[src/rtl/alu_pipe_pkg.sv]
// -----------------------------------------------------------------------------
// alu_pipe_pkg
// Shared types for the handshaked ALU pipeline: opcode and FSM state enums,
// the result flag bundle, and a cleared-flags constant.
// Optional feature macro used by the design files: ALU_PIPE_DIV_EN
// -----------------------------------------------------------------------------
package alu_pipe_pkg;

    // Opcodes presented on ALU_Sel; 10..15 are illegal.
    typedef enum logic [3:0] {
        OP_ADD = 4'd0,
        OP_SUB = 4'd1,
        OP_MUL = 4'd2,
        OP_DIV = 4'd3,
        OP_AND = 4'd4,
        OP_OR  = 4'd5,
        OP_XOR = 4'd6,
        OP_SHL = 4'd7,
        OP_SHR = 4'd8,
        OP_CMP = 4'd9
    } alu_op_e;

    // Control FSM states; the divide states exist only when the divider is built.
    typedef enum logic [1:0] {
        IDLE     = 2'd0,
        DIV_BUSY = 2'd1,
        DIV_WAIT = 2'd2
    } alu_state_e;

    // Result flags, registered alongside ALU_Out.
    typedef struct packed {
        logic carry;
        logic zero;
        logic ovf;
        logic err;
    } alu_flags_t;

    localparam alu_flags_t FLAGS_CLEAR = 4'b0000;

endpackage

[src/rtl/alu_pipe_div.sv]
// -----------------------------------------------------------------------------
// alu_pipe_div
// Iterative restoring divider, one quotient bit per clock, WIDTH iterations.
// Only instantiated when ALU_PIPE_DIV_EN is defined.
// Ports:
//   Clock, Reset      clock (rising edge), asynchronous active-high reset
//   start             load dividend/divisor and begin (ignored while busy)
//   dividend, divisor WIDTH-bit unsigned operands, sampled on start
//   busy              iterations remain
//   done              the final iteration happens at the coming edge
//   quotient          quotient register (final once busy drops)
// -----------------------------------------------------------------------------
module alu_pipe_div #(
    parameter int WIDTH = 8
) (
    input  logic             Clock,
    input  logic             Reset,
    input  logic             start,
    input  logic [WIDTH-1:0] dividend,
    input  logic [WIDTH-1:0] divisor,
    output logic             busy,
    output logic             done,
    output logic [WIDTH-1:0] quotient
);

    localparam int DIV_CYCLES = WIDTH;
    localparam int CW         = $clog2(DIV_CYCLES + 1);

    logic [WIDTH-1:0] rem_r;
    logic [WIDTH-1:0] quo_r;
    logic [WIDTH-1:0] dsr_r;
    logic [CW-1:0]    count_r;
    logic [WIDTH:0]   shifted_s;
    logic [WIDTH:0]   trial_s;
    logic [WIDTH-1:0] rem_next_s;
    logic [WIDTH-1:0] quo_next_s;

    // One restoring step: shift the next dividend bit into the remainder and
    // keep the subtraction only when it does not borrow. The shifted value
    // needs WIDTH+1 bits because it can reach 2*divisor-1.
    always_comb begin
        shifted_s = {rem_r, quo_r[WIDTH-1]};
        trial_s   = shifted_s - {1'b0, dsr_r};
        if (trial_s[WIDTH] == 1'b0) begin
            rem_next_s = trial_s[WIDTH-1:0];
            quo_next_s = {quo_r[WIDTH-2:0], 1'b1};
        end else begin
            rem_next_s = shifted_s[WIDTH-1:0];
            quo_next_s = {quo_r[WIDTH-2:0], 1'b0};
        end
    end

    // Divider registers: load on start, iterate while count is nonzero.
    always_ff @(posedge Clock or posedge Reset) begin
        if (Reset) begin
            rem_r   <= {WIDTH{1'b0}};
            quo_r   <= {WIDTH{1'b0}};
            dsr_r   <= {WIDTH{1'b0}};
            count_r <= {CW{1'b0}};
        end else if (start && (count_r == {CW{1'b0}})) begin
            rem_r   <= {WIDTH{1'b0}};
            quo_r   <= dividend;
            dsr_r   <= divisor;
            count_r <= CW'(DIV_CYCLES);
        end else if (count_r != {CW{1'b0}}) begin
            rem_r   <= rem_next_s;
            quo_r   <= quo_next_s;
            count_r <= count_r - CW'(1);
        end else begin
            rem_r   <= rem_r;
            quo_r   <= quo_r;
            count_r <= count_r;
        end
    end

    assign busy     = (count_r != {CW{1'b0}});
    assign done     = (count_r == CW'(1));
    assign quotient = quo_r;

endmodule

[src/rtl/alu_pipe.sv]
// -----------------------------------------------------------------------------
// alu_pipe
// Handshaked ALU with registered results. Requests arrive on a valid/ready
// channel; results and flags are held in output registers until consumed.
// Single-cycle ops register their result at the accept edge. DIV uses an
// iterative restoring divider when ALU_PIPE_DIV_EN is defined; otherwise DIV
// is an illegal opcode and the FSM never leaves IDLE.
// Ports:
//   Clock, Reset        clock (rising edge), asynchronous active-high reset
//   in_valid/in_ready   request handshake for A, B, ALU_Sel
//   A, B                WIDTH-bit unsigned operands
//   ALU_Sel             4-bit opcode
//   out_valid/out_ready result handshake
//   ALU_Out             WIDTH-bit result
//   Carry_Out           carry (ADD) / borrow (SUB) / high product nonzero (MUL)
//   Zero_Out            ALU_Out == 0
//   Ovf_Out             signed overflow (ADD/SUB)
//   Err_Out             divide by zero or illegal opcode
// -----------------------------------------------------------------------------
module alu_pipe
    import alu_pipe_pkg::*;
#(
    parameter int WIDTH = 8
) (
    input  logic             Clock,
    input  logic             Reset,
    input  logic             in_valid,
    output logic             in_ready,
    input  logic [WIDTH-1:0] A,
    input  logic [WIDTH-1:0] B,
    input  logic [3:0]       ALU_Sel,
    output logic             out_valid,
    input  logic             out_ready,
    output logic [WIDTH-1:0] ALU_Out,
    output logic             Carry_Out,
    output logic             Zero_Out,
    output logic             Ovf_Out,
    output logic             Err_Out
);

    localparam int SHW = $clog2(WIDTH);

    alu_op_e          op_s;
    alu_state_e       state_r;
    alu_state_e       state_next_s;
    logic [WIDTH:0]   sum_s;
    logic [WIDTH:0]   diff_s;
    logic [2*WIDTH-1:0] prod_s;
    logic [WIDTH-1:0] comb_out_s;
    alu_flags_t       comb_flags_s;
    logic [WIDTH-1:0] next_out_s;
    alu_flags_t       next_flags_s;
    logic [WIDTH-1:0] alu_out_r;
    alu_flags_t       flags_r;
    logic             out_valid_r;
    logic             init_done_r;
    logic             in_ready_s;
    logic             accept_s;
    logic             div_start_s;
    logic             div_busy_s;
    logic             div_done_s;
    logic [WIDTH-1:0] div_quot_s;
    logic             wait_release_s;
    logic             result_load_s;

    assign op_s = alu_op_e'(ALU_Sel);

    // Single-cycle result and flags for the request currently on the input.
    always_comb begin
        sum_s        = {1'b0, A} + {1'b0, B};
        diff_s       = {1'b0, A} - {1'b0, B};
        prod_s       = {{WIDTH{1'b0}}, A} * {{WIDTH{1'b0}}, B};
        comb_out_s   = {WIDTH{1'b0}};
        comb_flags_s = FLAGS_CLEAR;
        case (op_s)
            OP_ADD: begin
                comb_out_s         = sum_s[WIDTH-1:0];
                comb_flags_s.carry = sum_s[WIDTH];
                comb_flags_s.ovf   = (A[WIDTH-1] == B[WIDTH-1]) &&
                                     (sum_s[WIDTH-1] != A[WIDTH-1]);
            end
            OP_SUB: begin
                // The extra bit of the widened difference is the borrow (A < B).
                comb_out_s         = diff_s[WIDTH-1:0];
                comb_flags_s.carry = diff_s[WIDTH];
                comb_flags_s.ovf   = (A[WIDTH-1] != B[WIDTH-1]) &&
                                     (diff_s[WIDTH-1] != A[WIDTH-1]);
            end
            OP_MUL: begin
                comb_out_s         = prod_s[WIDTH-1:0];
                comb_flags_s.carry = |prod_s[2*WIDTH-1:WIDTH];
            end
            OP_DIV: begin
`ifdef ALU_PIPE_DIV_EN
                // Only reaches the output registers for B == 0; a nonzero
                // divisor goes through the divider instead.
                comb_out_s       = {WIDTH{1'b1}};
                comb_flags_s.err = 1'b1;
`else
                comb_out_s       = {WIDTH{1'b0}};
                comb_flags_s.err = 1'b1;
`endif
            end
            OP_AND: comb_out_s = A & B;
            OP_OR:  comb_out_s = A | B;
            OP_XOR: comb_out_s = A ^ B;
            OP_SHL: comb_out_s = A << B[SHW-1:0];
            OP_SHR: comb_out_s = A >> B[SHW-1:0];
            OP_CMP: comb_out_s = {{(WIDTH-1){1'b0}}, (A < B)};
            default: begin
                comb_out_s       = {WIDTH{1'b0}};
                comb_flags_s.err = 1'b1;
            end
        endcase
        comb_flags_s.zero = (comb_out_s == {WIDTH{1'b0}});
    end

`ifdef ALU_PIPE_DIV_EN
    assign div_start_s = accept_s && (op_s == OP_DIV) && (B != {WIDTH{1'b0}});

    alu_pipe_div #(
        .WIDTH(WIDTH)
    ) u_div (
        .Clock    (Clock),
        .Reset    (Reset),
        .start    (div_start_s),
        .dividend (A),
        .divisor  (B),
        .busy     (div_busy_s),
        .done     (div_done_s),
        .quotient (div_quot_s)
    );
`else
    assign div_start_s = 1'b0;
    assign div_busy_s  = 1'b0;
    assign div_done_s  = 1'b0;
    assign div_quot_s  = {WIDTH{1'b0}};
`endif

    // init_done_r keeps in_ready low until the first edge after Reset releases.
    assign in_ready_s     = init_done_r && (state_r == IDLE) && (!out_valid_r || out_ready);
    assign accept_s       = in_valid && in_ready_s;
    assign wait_release_s = (state_r == DIV_WAIT) && (!out_valid_r || out_ready);
    assign result_load_s  = (accept_s && !div_start_s) || wait_release_s;

    // Next-state logic for the divide sequencing FSM.
    always_comb begin
        state_next_s = state_r;
        case (state_r)
            IDLE: begin
                if (div_start_s) begin
                    state_next_s = DIV_BUSY;
                end else begin
                    state_next_s = IDLE;
                end
            end
            DIV_BUSY: begin
                // Falling back to IDLE if the divider is idle recovers from
                // an inconsistent state instead of hanging.
                if (div_done_s) begin
                    state_next_s = DIV_WAIT;
                end else if (div_busy_s) begin
                    state_next_s = DIV_BUSY;
                end else begin
                    state_next_s = IDLE;
                end
            end
            DIV_WAIT: begin
                if (wait_release_s) begin
                    state_next_s = IDLE;
                end else begin
                    state_next_s = DIV_WAIT;
                end
            end
            default: state_next_s = IDLE;
        endcase
    end

    // Select what gets written into the output registers.
    always_comb begin
        if (state_r == DIV_WAIT) begin
            next_out_s        = div_quot_s;
            next_flags_s      = FLAGS_CLEAR;
            next_flags_s.zero = (div_quot_s == {WIDTH{1'b0}});
        end else begin
            next_out_s   = comb_out_s;
            next_flags_s = comb_flags_s;
        end
    end

    // FSM state register.
    always_ff @(posedge Clock or posedge Reset) begin
        if (Reset) begin
            state_r <= IDLE;
        end else begin
            state_r <= state_next_s;
        end
    end

    // Ready-enable flag that becomes set on the first edge out of reset.
    always_ff @(posedge Clock or posedge Reset) begin
        if (Reset) begin
            init_done_r <= 1'b0;
        end else begin
            init_done_r <= 1'b1;
        end
    end

    // Output registers: a new result overwrites even while the old one is
    // being consumed; otherwise a consume only clears out_valid.
    always_ff @(posedge Clock or posedge Reset) begin
        if (Reset) begin
            out_valid_r <= 1'b0;
            alu_out_r   <= {WIDTH{1'b0}};
            flags_r     <= FLAGS_CLEAR;
        end else if (result_load_s) begin
            out_valid_r <= 1'b1;
            alu_out_r   <= next_out_s;
            flags_r     <= next_flags_s;
        end else if (out_valid_r && out_ready) begin
            out_valid_r <= 1'b0;
        end else begin
            out_valid_r <= out_valid_r;
        end
    end

    assign in_ready  = in_ready_s;
    assign out_valid = out_valid_r;
    assign ALU_Out   = alu_out_r;
    assign Carry_Out = flags_r.carry;
    assign Zero_Out  = flags_r.zero;
    assign Ovf_Out   = flags_r.ovf;
    assign Err_Out   = flags_r.err;

endmodule

[config.mk]
export PLATFORM = sky130hd
export DESIGN_NAME = alu_pipe
export DESIGN_NICKNAME = d
export VERILOG_FILES = /design/src/rtl/alu_pipe_pkg.sv /design/src/rtl/alu_pipe_div.sv /design/src/rtl/alu_pipe.sv
export SDC_FILE = /design/constraint.sdc
export NUM_CORES = 1
export LEC_CHECK = 0
export BUFFER_PORTS_ARGS = -buffer_cell sky130_fd_sc_hd__buf_2
export CORE_MARGIN = 1
export CORE_UTILIZATION = 55
export DETAILED_ROUTE_END_ITERATION = 8
export MAX_ROUTING_LAYER = met4
export PLACE_DENSITY = 0.74
export SLEW_MARGIN = 20
export SYNTH_ARGS = -nofsm -noshare
export SYNTH_HDL_FRONTEND = slang
export SYNTH_SLANG_ARGS = --single-unit
[constraint.sdc]
create_clock -name Clock -period 2.35 [get_ports Clock]
set_input_delay 0.1175 -clock Clock [delete_from_list [all_inputs] [get_ports Clock]]
set_output_delay 0.1175 -clock Clock [all_outputs]
set_load 0.01 [all_outputs]
## Yosys cells after proc, flatten, opt, wreduce, memory -nomap -nowiden

Index checks and enable logic that the tools add are counted.

- Bits in registers: 16

- Add/sub/neg operators: 2
- Multipliers: 1
- Order comparisons: 1
- Equality and inequality tests: 13
- Shifts and indexed selects: 2
- Mux-type cells: 10
- Bitwise operators: 3
- Reduce and logical (&&, ||, !) cells: 16

Operators by type and width:

| operator | count |
|---|---|
| $pmux 8 s9 | 1 |
| $eq 4x3->1 const B | 4 |
| $mul 8x8->16 | 1 |
| $add 8x8->9 | 1 |
| $reduce_or 9->1 | 1 |
| $sub 8x8->9 | 1 |
| $and 8x8->8 | 1 |
| $eq 4x4->1 const B | 2 |
| $logic_not 8->1 | 1 |
| $lt 8x8->1 | 1 |
| $mux 8 | 1 |
| $or 8x8->8 | 1 |
| $reduce_or 8->1 | 1 |
| $shl 8x3->8 | 1 |
| $shr 8x3->8 | 1 |
| $xor 8x8->8 | 1 |
| $logic_and 1x1->1 | 7 |
| $eq 4x1->1 const B | 1 |
| $eq 4x2->1 const B | 1 |
| $logic_not 4->1 | 1 |
| $mux 2 | 2 |
| $mux 4 | 1 |
| $mux 1 | 3 |
| $ne 1x1->1 | 3 |
| other kinds (8) | 9 |

## Depth between registers and ports, before layout

Gate-level depths: netlist of the first run.

- Depth after elaboration: 6
- Gate-level depth with buffers: 18

## Least setup slack after synthesis of the first run

Ideal clock, no wire load.

- Path kind: input -> register
- Start: input port A[3]
- End: register flags_r (netlist bit Carry_Out)
- Library setup time: 0.128 ns
- Arrival: 4.177 ns
- Required time: 2.222 ns
- Path slack: -1.954 ns
- Cell stages on the path: 15
- Cell sequence: clkbuf_1 -> nand2_1 -> fa_1 -> fa_1 -> fa_1 -> fa_1 -> inv_1 -> ha_1 -> and3_1 -> a221oi_1 -> and2_1 -> mux4_2 -> nand4_1 -> nor4_1 -> o21ai_1

- Word-level cells in the longest chain between the ends: 4

Ends and longest elaborated chain:

| element | RTL line | text |
|---|---|---|
| start, declared | alu_pipe.sv:29 | `input logic [WIDTH-1:0] A,` |
| $mul 8x8->16 | alu_pipe.sv:72 | `prod_s = {{WIDTH{1'b0}}, A} * {{WIDTH{1'b0}}, B};` |
| $reduce_or 8->1 | alu_pipe.sv:91 | `comb_flags_s.carry = \|prod_s[2*WIDTH-1:WIDTH];` |
| $pmux 1 s3 (*) | alu_pipe.sv:75 | `case (op_s)` |
| $mux 4 (*) | alu_pipe.sv:181 | `if (state_r == DIV_WAIT) begin` |
| end signal, assigned | alu_pipe.sv:219 | `flags_r <= next_flags_s;` |
| end, declared | alu_pipe.sv:54 | `alu_flags_t flags_r;` |

Mark *: on every way between the ends. The rest lies on a longest branch, timed or not.
A chain may end at the register's enable or synchronous reset.

## Final worst setup path of the first run

- Start: input port A[4]
- End: register flags_r (netlist bit Carry_Out)

The elaborated chain is that of the path after synthesis.

==> impl_metrics.py, run 1 <==
metrics = {
    "route": {
        "drc": 0,
        "wl_per_cell_um": 22.8,
        "first_pass_iters": 5,
        "highest_layer": "met4",
        "dr_wl_met2_um": 8560,
        "met3_length_um": 1780,
        "detail_route.iter0.violations": 541,
        "drt_wl_total_um": 18500,
        "vias_per_cell": 6.55,
        "wl_met1_um": 6680,
        "num_vias": 5311,
        "drtAntennaViolNets": 0,
    },
    "final_layout": {
        "regArea_um2": 375,
        "drive_gt1_frac": 0.413,
        "layout_commonest_cell": "buf_4",
        "nets": 833,
        "multi_input_area_um2": 4370,
        "nFillCells": 453,
        "layout_common_cells": "buf_4 (106), inv_1 (56), nand2_1 (45), nor2_1 (45), ha_1 (40)",
        "syn2layout_area_growth_pct": 44.1,
        "num_antenna_cells": 0,
        "final_util": 0.836,
        "design_area_um2": 6630,
    },
    "outcome": {
        "violations": "setup timing",
        "status": "finished, violations left",
    },
    "sta": {
        "rsz0062_at_grt": "true",
        "post-route-min-period_ns": 3.99,
        "timing.fmax_mhz": 251,
        "fin_worst_skew_ns": 0.00399,
        "setup_violations": 8,
        "tightest_slew_ns": 0.811,
        "max_slew_margin": 0.455,
        "hold_viol": 0,
        "finalMaxSlewViolations": 0,
        "tns_ns": -8.21,
        "post-route-period-util": 1.70,
        "setup_ws_ns": -1.64,
        "fin_hold_ws_ns": 0.152,
    },
    "yosys": {
        "synth_flop_cell": "dfrtp_1",
        "seq_area_frac_synth": 0.0816,
        "synth_seq_cells": 15,
        "yosys_warnings": 0,
        "synth_edf_count": 0,
        "synth_async_sr_flop_share": 1.00,
        "syn_area_per_cell_um2": 8.09,
        "syn_inst": 569,
        "yosysUniqueCellTypes": 72,
        "netlist_area_um2": 4600,
        "syn-num-nets": 692,
    },
    "die": {
        "fp.dieH_um": 93.5,
        "io_pins": 38,
        "die_w_um": 93.5,
        "coreArea_um2": 7930,
        "dieArea_um2": 8740,
        "num_rows": 32,
        "initial_core_util": 0.580,
    },
    "global_route": {
        "grt_pass1_vias": 5136,
        "antenna_found_initial": 0,
        "grt_first_pass_wirelength_um": 25600,
        "overflow": 0,
        "grtUsageTotal": 0.396,
        "grt_max_degree": 23,
    },
    "clocking": {
        "cts.clk_slew.worst_paths_ns": 0.06,
        "clockBufferDepth": 2,
        "cts_buffers": 3,
        "clock-root-buffer": "clkbuf_8",
        "clock_sinks": 15,
        "htreeDepth": 1,
        "cts_tree": "done",
        "clkLatencyLatePin_ns": 0.26,
    },
    "place": {
        "port_buffers": 37,
        "place_congestion": 0.983,
        "place_area_um2": 5840,
        "dp_hpwl_um": 12500,
    },
    "power": {
        "ir_drop_v": 0.000517,
        "sw_frac_of_total": 0.488,
        "pwr_density_cell_nw_per_um2": 571,
        "combinationalPowerShare": 0.859,
        "internal_power_w": 0.00194,
        "p_clk_frac": 0.058,
        "power_frac_seq": 0.084,
        "p_switching_w": 0.00185,
        "p_leak_nw": 3.11,
    },
    "critical_path": {
        "path_max_fanout": 5,
        "r2r_slack_ns": 0.46,
        "crit_required_ns": 2.53,
        "crit_arrival_ns": 4.17,
        "end_kind": "register",
        "critPathKind": "primary input to register",
        "rr_worst_depth": 6,
        "worstSetupStartpointType": "primary input",
        "r2r_start": "out_valid",
        "rr_endpoint": "Zero_Out",
    },
    "hold_path": {
        "min_from": "in_valid",
        "hold_end": "out_valid",
        "hp-class": "primary input to register",
        "hold_path_depth": 3,
    },
    "flow_run": {
        "drv_cap": 0,
    },
}
[worst max-delay path by stage]
stage,slack [ns],end,from,cells after the start
3_5_place_dp,-1.89,Carry_Out,B[2],16
2_1_floorplan,-1.44,Carry_Out,A[5],15
3_3_place_gp,-1.75,Carry_Out,B[2],15
6_report,-1.64,Carry_Out,A[4],16
4_1_cts,-1.50,Carry_Out,A[4],16
5_1_grt,-1.78,Carry_Out,A[4],16
[per-layer routing]
layer / up-vias / track usage
li1: 2247 / -
met1: 2514 / 0.471
met5: - / -
met2: 403 / 0.673
met4: 0 / 0.156
met3: 147 / 0.0602
[power by group through the flow]
stage	Sequential [W]	Combinational [W]	Clock, W
2_1_floorplan	0.000336	0.00163	0
3_5_place_dp	0.000319	0.00254	0
5_1_grt	0.000321	0.00342	0.000232
4_1_cts	0.000315	0.00274	0.000214
3_3_place_gp	0.000317	0.00244	0
6_report	0.000316	0.00325	0.000218
[cell families (layout without fill, tap and decap cells)]
group	count (synthesis)	count (layout)	share of synthesized area
AND/OR/NAND/NOR	192	192	0.210
AO/OA/AOI/OAI	119	119	0.175
buffers and inverters	110	250	0.102
adder cells (fa/ha/maj)	99	99	0.331
multiplexers	24	24	0.0818
flip-flops	15	15	0.0816
XOR/XNOR	9	9	0.0171
other	1	1	0.000815
[synth_stat cells, types with 7 or more instances]
| master | instances | area (µm²) |
|---|---|---|
| a21oi_1 | 26 | 130 |
| buf_2 | 7 | 35.0 |
| mux2i_1 | 11 | 110 |
| nor2_1 | 57 | 214 |
| mux4_2 | 8 | 180 |
| o21ai_0 | 26 | 130 |
| nand3_1 | 11 | 55.1 |
| clkbuf_1 | 15 | 56.3 |
| ha_1 | 61 | 763 |
| nor2b_1 | 7 | 43.8 |
| inv_1 | 79 | 297 |
| nand2_1 | 52 | 195 |
| dfrtp_1 | 15 | 375 |
| fa_1 | 38 | 761 |
| o211ai_1 | 7 | 52.6 |
| a211oi_1 | 8 | 60.1 |
| nor3_1 | 7 | 35.0 |
| nand2b_1 | 8 | 50.1 |
[through the flow]
stage	setup WS, ns	power [W]	instances
after floorplan	-1.44	0.00197	569
after global placement	-1.75	0.00276	792
after detailed placement	-1.89	0.00285	792
after CTS	-1.50	0.00327	802
after global routing	-1.78	0.00397	811
final	-1.64	0.00379	811
[state kept, by name, indices dropped and copies added, names as in the netlist]
| signal | cells |
|---|---|
| ALU_Out | 8 |
| Carry_Out | 1 |
| Err_Out | 1 |
| Ovf_Out | 1 |
| Zero_Out | 1 |
| init_done_r | 1 |
| out_valid | 1 |
| state_r | 1 |
[critical path, cell delays in order]
cell      delay, ns
buf_8          0.11
ha_4           0.16
fa_1           0.55
inv_2          0.05
fa_2           0.53
fa_1           0.44
fa_1           0.51
inv_1          0.05
ha_2           0.17
or3_4          0.35
a221oi_4       0.23
o21bai_1       0.14
a21oi_1        0.23
mux2i_1        0.31
nor4_2         0.07
o21ai_1        0.17
[what timing repair did]
action                                  in CTS  in global routing
hold buffers                                 1                  0
hold endpoints to repair                    15                  0
endpoints found under the setup margin      10                 10
pin swaps                                   43                 46
resized for setup                           90                 57
buffers inserted                             9                 12
[area by class of cell]
| class | count | share of cell area |
|---|---|---|
| Clock buffer | 3 | 0.00623 |
| Clock inverter | 1 | 0.000755 |
| Tap cell | 102 | 0.0192 |
| Timing Repair Buffer | 166 | 0.207 |
| Sequential cell | 15 | 0.0566 |
| Inverter | 80 | 0.0508 |
| Multi-Input combinational cell | 444 | 0.659 |
Power figures use the tool's default switching activity.
==> inputs of run 2 (changes only) <==
Settings changed: REMOVE_ABC_BUFFERS set to 1.
==> run 2 against run 1 <==
Effect of this change: the flow still finishes with violations (setup timing); power down 2.5%; worst hold slack better by 0.041 ns; routed wire length down 2.9%; largest cell class unchanged; core utilization down 1.1 points; die area unchanged; via count down 1.6%.
==> impl_metrics.py, run 2 (synthesis results as in run 1) <==
metrics = {
    "outcome": {
        "status": "finished, violations left",
        "violations": "setup timing",
    },
    "critical_path": {
        "r2r_start": "out_valid",
        "slowest_stage": "fa_1",
        "crit_arrival_ns": 4.25,
        "worstSetupStartpointType": "primary input",
        "r2r_slack_ns": 0.53,
        "rr_worst_depth": 6,
        "path_max_fanout": 4,
        "end_kind": "register",
        "cp_common_cell": "fa_1",
        "crit_path_max_incr_delay_ns": 0.56,
        "path_buf_inv": 3,
        "crit_required_ns": 2.52,
        "critPathKind": "primary input to register",
        "crit_family": "adder cells",
        "crit_chain": "buf_8 -> buf_6 -> nand2_4 -> fa_1 -> fa_1 -> fa_1 -> inv_2 -> fa_1 -> ha_2 -> or3_4 -> a221oi_4 -> o21bai_1 -> a21oi_1 -> mux2i_1 -> nor4_2 -> o21ai_1",
        "rr_endpoint": "Zero_Out",
    },
    "power": {
        "pwr_density_cell_nw_per_um2": 564,
        "p_switching_w": 0.00177,
        "sw_frac_of_total": 0.480,
        "p_leak_nw": 3.11,
        "ir_drop_v": 0.000498,
        "combinationalPowerShare": 0.855,
        "p_clk_frac": 0.060,
        "internal_power_w": 0.00192,
        "power_frac_seq": 0.085,
    },
    "route": {
        "drt_wl_total_um": 18000,
        "first_pass_iters": 5,
        "num_vias": 5228,
        "drc": 0,
        "detail_route.iter0.violations": 513,
        "wl_per_cell_um": 22.1,
        "vias_per_cell": 6.43,
        "drtAntennaViolNets": 0,
    },
    "hold_path": {
        "hold_end": "out_valid",
        "hold_path_depth": 3,
        "min_from": "in_valid",
        "hp-class": "primary input to register",
    },
    "global_route": {
        "grt_first_pass_wirelength_um": 25200,
        "overflow": 0,
        "grt_max_degree": 20,
        "antenna_found_initial": 0,
        "grtUsageTotal": 0.389,
        "grt_pass1_vias": 5092,
    },
    "sta": {
        "tightest_slew_ns": 0.625,
        "rsz0062_at_grt": "true",
        "post-route-period-util": 1.74,
        "timing.fmax_mhz": 245,
        "setup_violations": 11,
        "finalMaxSlewViolations": 0,
        "setup_ws_ns": -1.73,
        "tns_ns": -9.09,
        "fin_hold_ws_ns": 0.192,
        "fin_worst_skew_ns": 0.00524,
        "post-route-min-period_ns": 4.08,
        "hold_viol": 0,
        "max_slew_margin": 0.583,
    },
    "clocking": {
        "clkLatencyLatePin_ns": 0.25,
        "htreeDepth": 1,
        "clock-root-buffer": "clkbuf_8",
        "clockBufferDepth": 2,
        "cts_buffers": 3,
        "clock_sinks": 15,
        "cts_tree": "done",
        "cts.clk_slew.worst_paths_ns": 0.06,
    },
    "die": {
        "fp.dieH_um": 93.5,
        "initial_core_util": 0.580,
        "coreArea_um2": 7930,
        "num_rows": 32,
        "io_pins": 38,
        "die_w_um": 93.5,
        "dieArea_um2": 8740,
    },
    "place": {
        "place_congestion": 1.03,
        "port_buffers": 37,
        "dpl_worst_slack_ns": -2.18,
        "dp_hpwl_um": 12000,
        "place_area_um2": 5530,
    },
    "final_layout": {
        "design_area_um2": 6540,
        "num_antenna_cells": 0,
        "layout_commonest_cell": "buf_4",
        "layout_common_cells": "buf_4 (105), inv_1 (56), nor2_1 (46), ha_1 (41), nand2_1 (40)",
        "syn2layout_area_growth_pct": 42.2,
        "largest_reg_flops": 8,
        "final_util": 0.825,
        "nFillCells": 471,
        "drive_gt1_frac": 0.409,
        "nets": 835,
    },
    "flow_run": {
        "drv_cap": 0,
    },
}
-- run 2: cell count changes in the layout (fill, tap and decap cells not counted), sizes merged --
cell | previous run | this run
inv | 79 | 80
clkinv | 1 | 0
buf | 164 | 167
clkinvlp | 1 | 0
-- run 2: stage by stage --
stage               total power [W]  instances
floorplan                   0.00167        539
global placement            0.00256        783
detailed placement          0.00262        783
CTS                         0.00319        803
global route                0.00392        813
finish                      0.00369        813
-- run 2: what timing repair did --
action	in CTS	in global routing
hold endpoints to repair	15	0
setup endpoints to repair	10	10
hold buffers	1	0
setup buffers	16	13
pin swaps	51	52
resized for setup	129	65
-- run 2: per-layer routing --
layer  up-vias  GRT usage  routed length (µm)
li1       2254          -                   -
met1      2485      0.456                6530
met5         -          -                   0
met2       371      0.651                8540
met4         0      0.173                1260
met3       118     0.0724                1650
-- run 2: worst max-delay path by stage --
stage               from   endpoint  slack, ns  cells after the start
CTS                 B[3]  Carry_Out      -1.45                     19
global route        B[4]  Carry_Out      -1.84                     16
detailed placement  A[4]  Carry_Out      -2.18                     16
floorplan           A[4]  Carry_Out      -1.82                     15
global placement    A[4]  Carry_Out      -2.00                     16
finish              B[4]  Carry_Out      -1.73                     16
-- run 2: worst min-delay path, delay by kind of cell --
| family | cells | cell delay, ns |
|---|---|---|
| AOI/OAI and AO/OA | 1 | 0.09 |
| buffers and inverters | 1 | 0.10 |
| and+or+nand+nor | 1 | 0.10 |
-- run 2: power groups by stage --
stage	Combinational [W]	Sequential, W	Clock (W)
2_1_floorplan	0.00134	0.000336	0
3_3_place_gp	0.00224	0.000316	0
3_5_place_dp	0.00230	0.000319	0
4_1_cts	0.00266	0.000315	0.000219
5_1_grt	0.00336	0.000320	0.000235
6_report	0.00316	0.000315	0.000222
-- run 2: layout make-up --
cell class / count / area [µm²] / area share
repair buffers: 168 / 1380 / 0.211
flip-flops and latches: 15 / 375 / 0.0574
well taps: 102 / 128 / 0.0195
clock buffers: 4 / 45.0 / 0.00688
inverters: 80 / 310 / 0.0474
multi-input cells: 444 / 4300 / 0.658
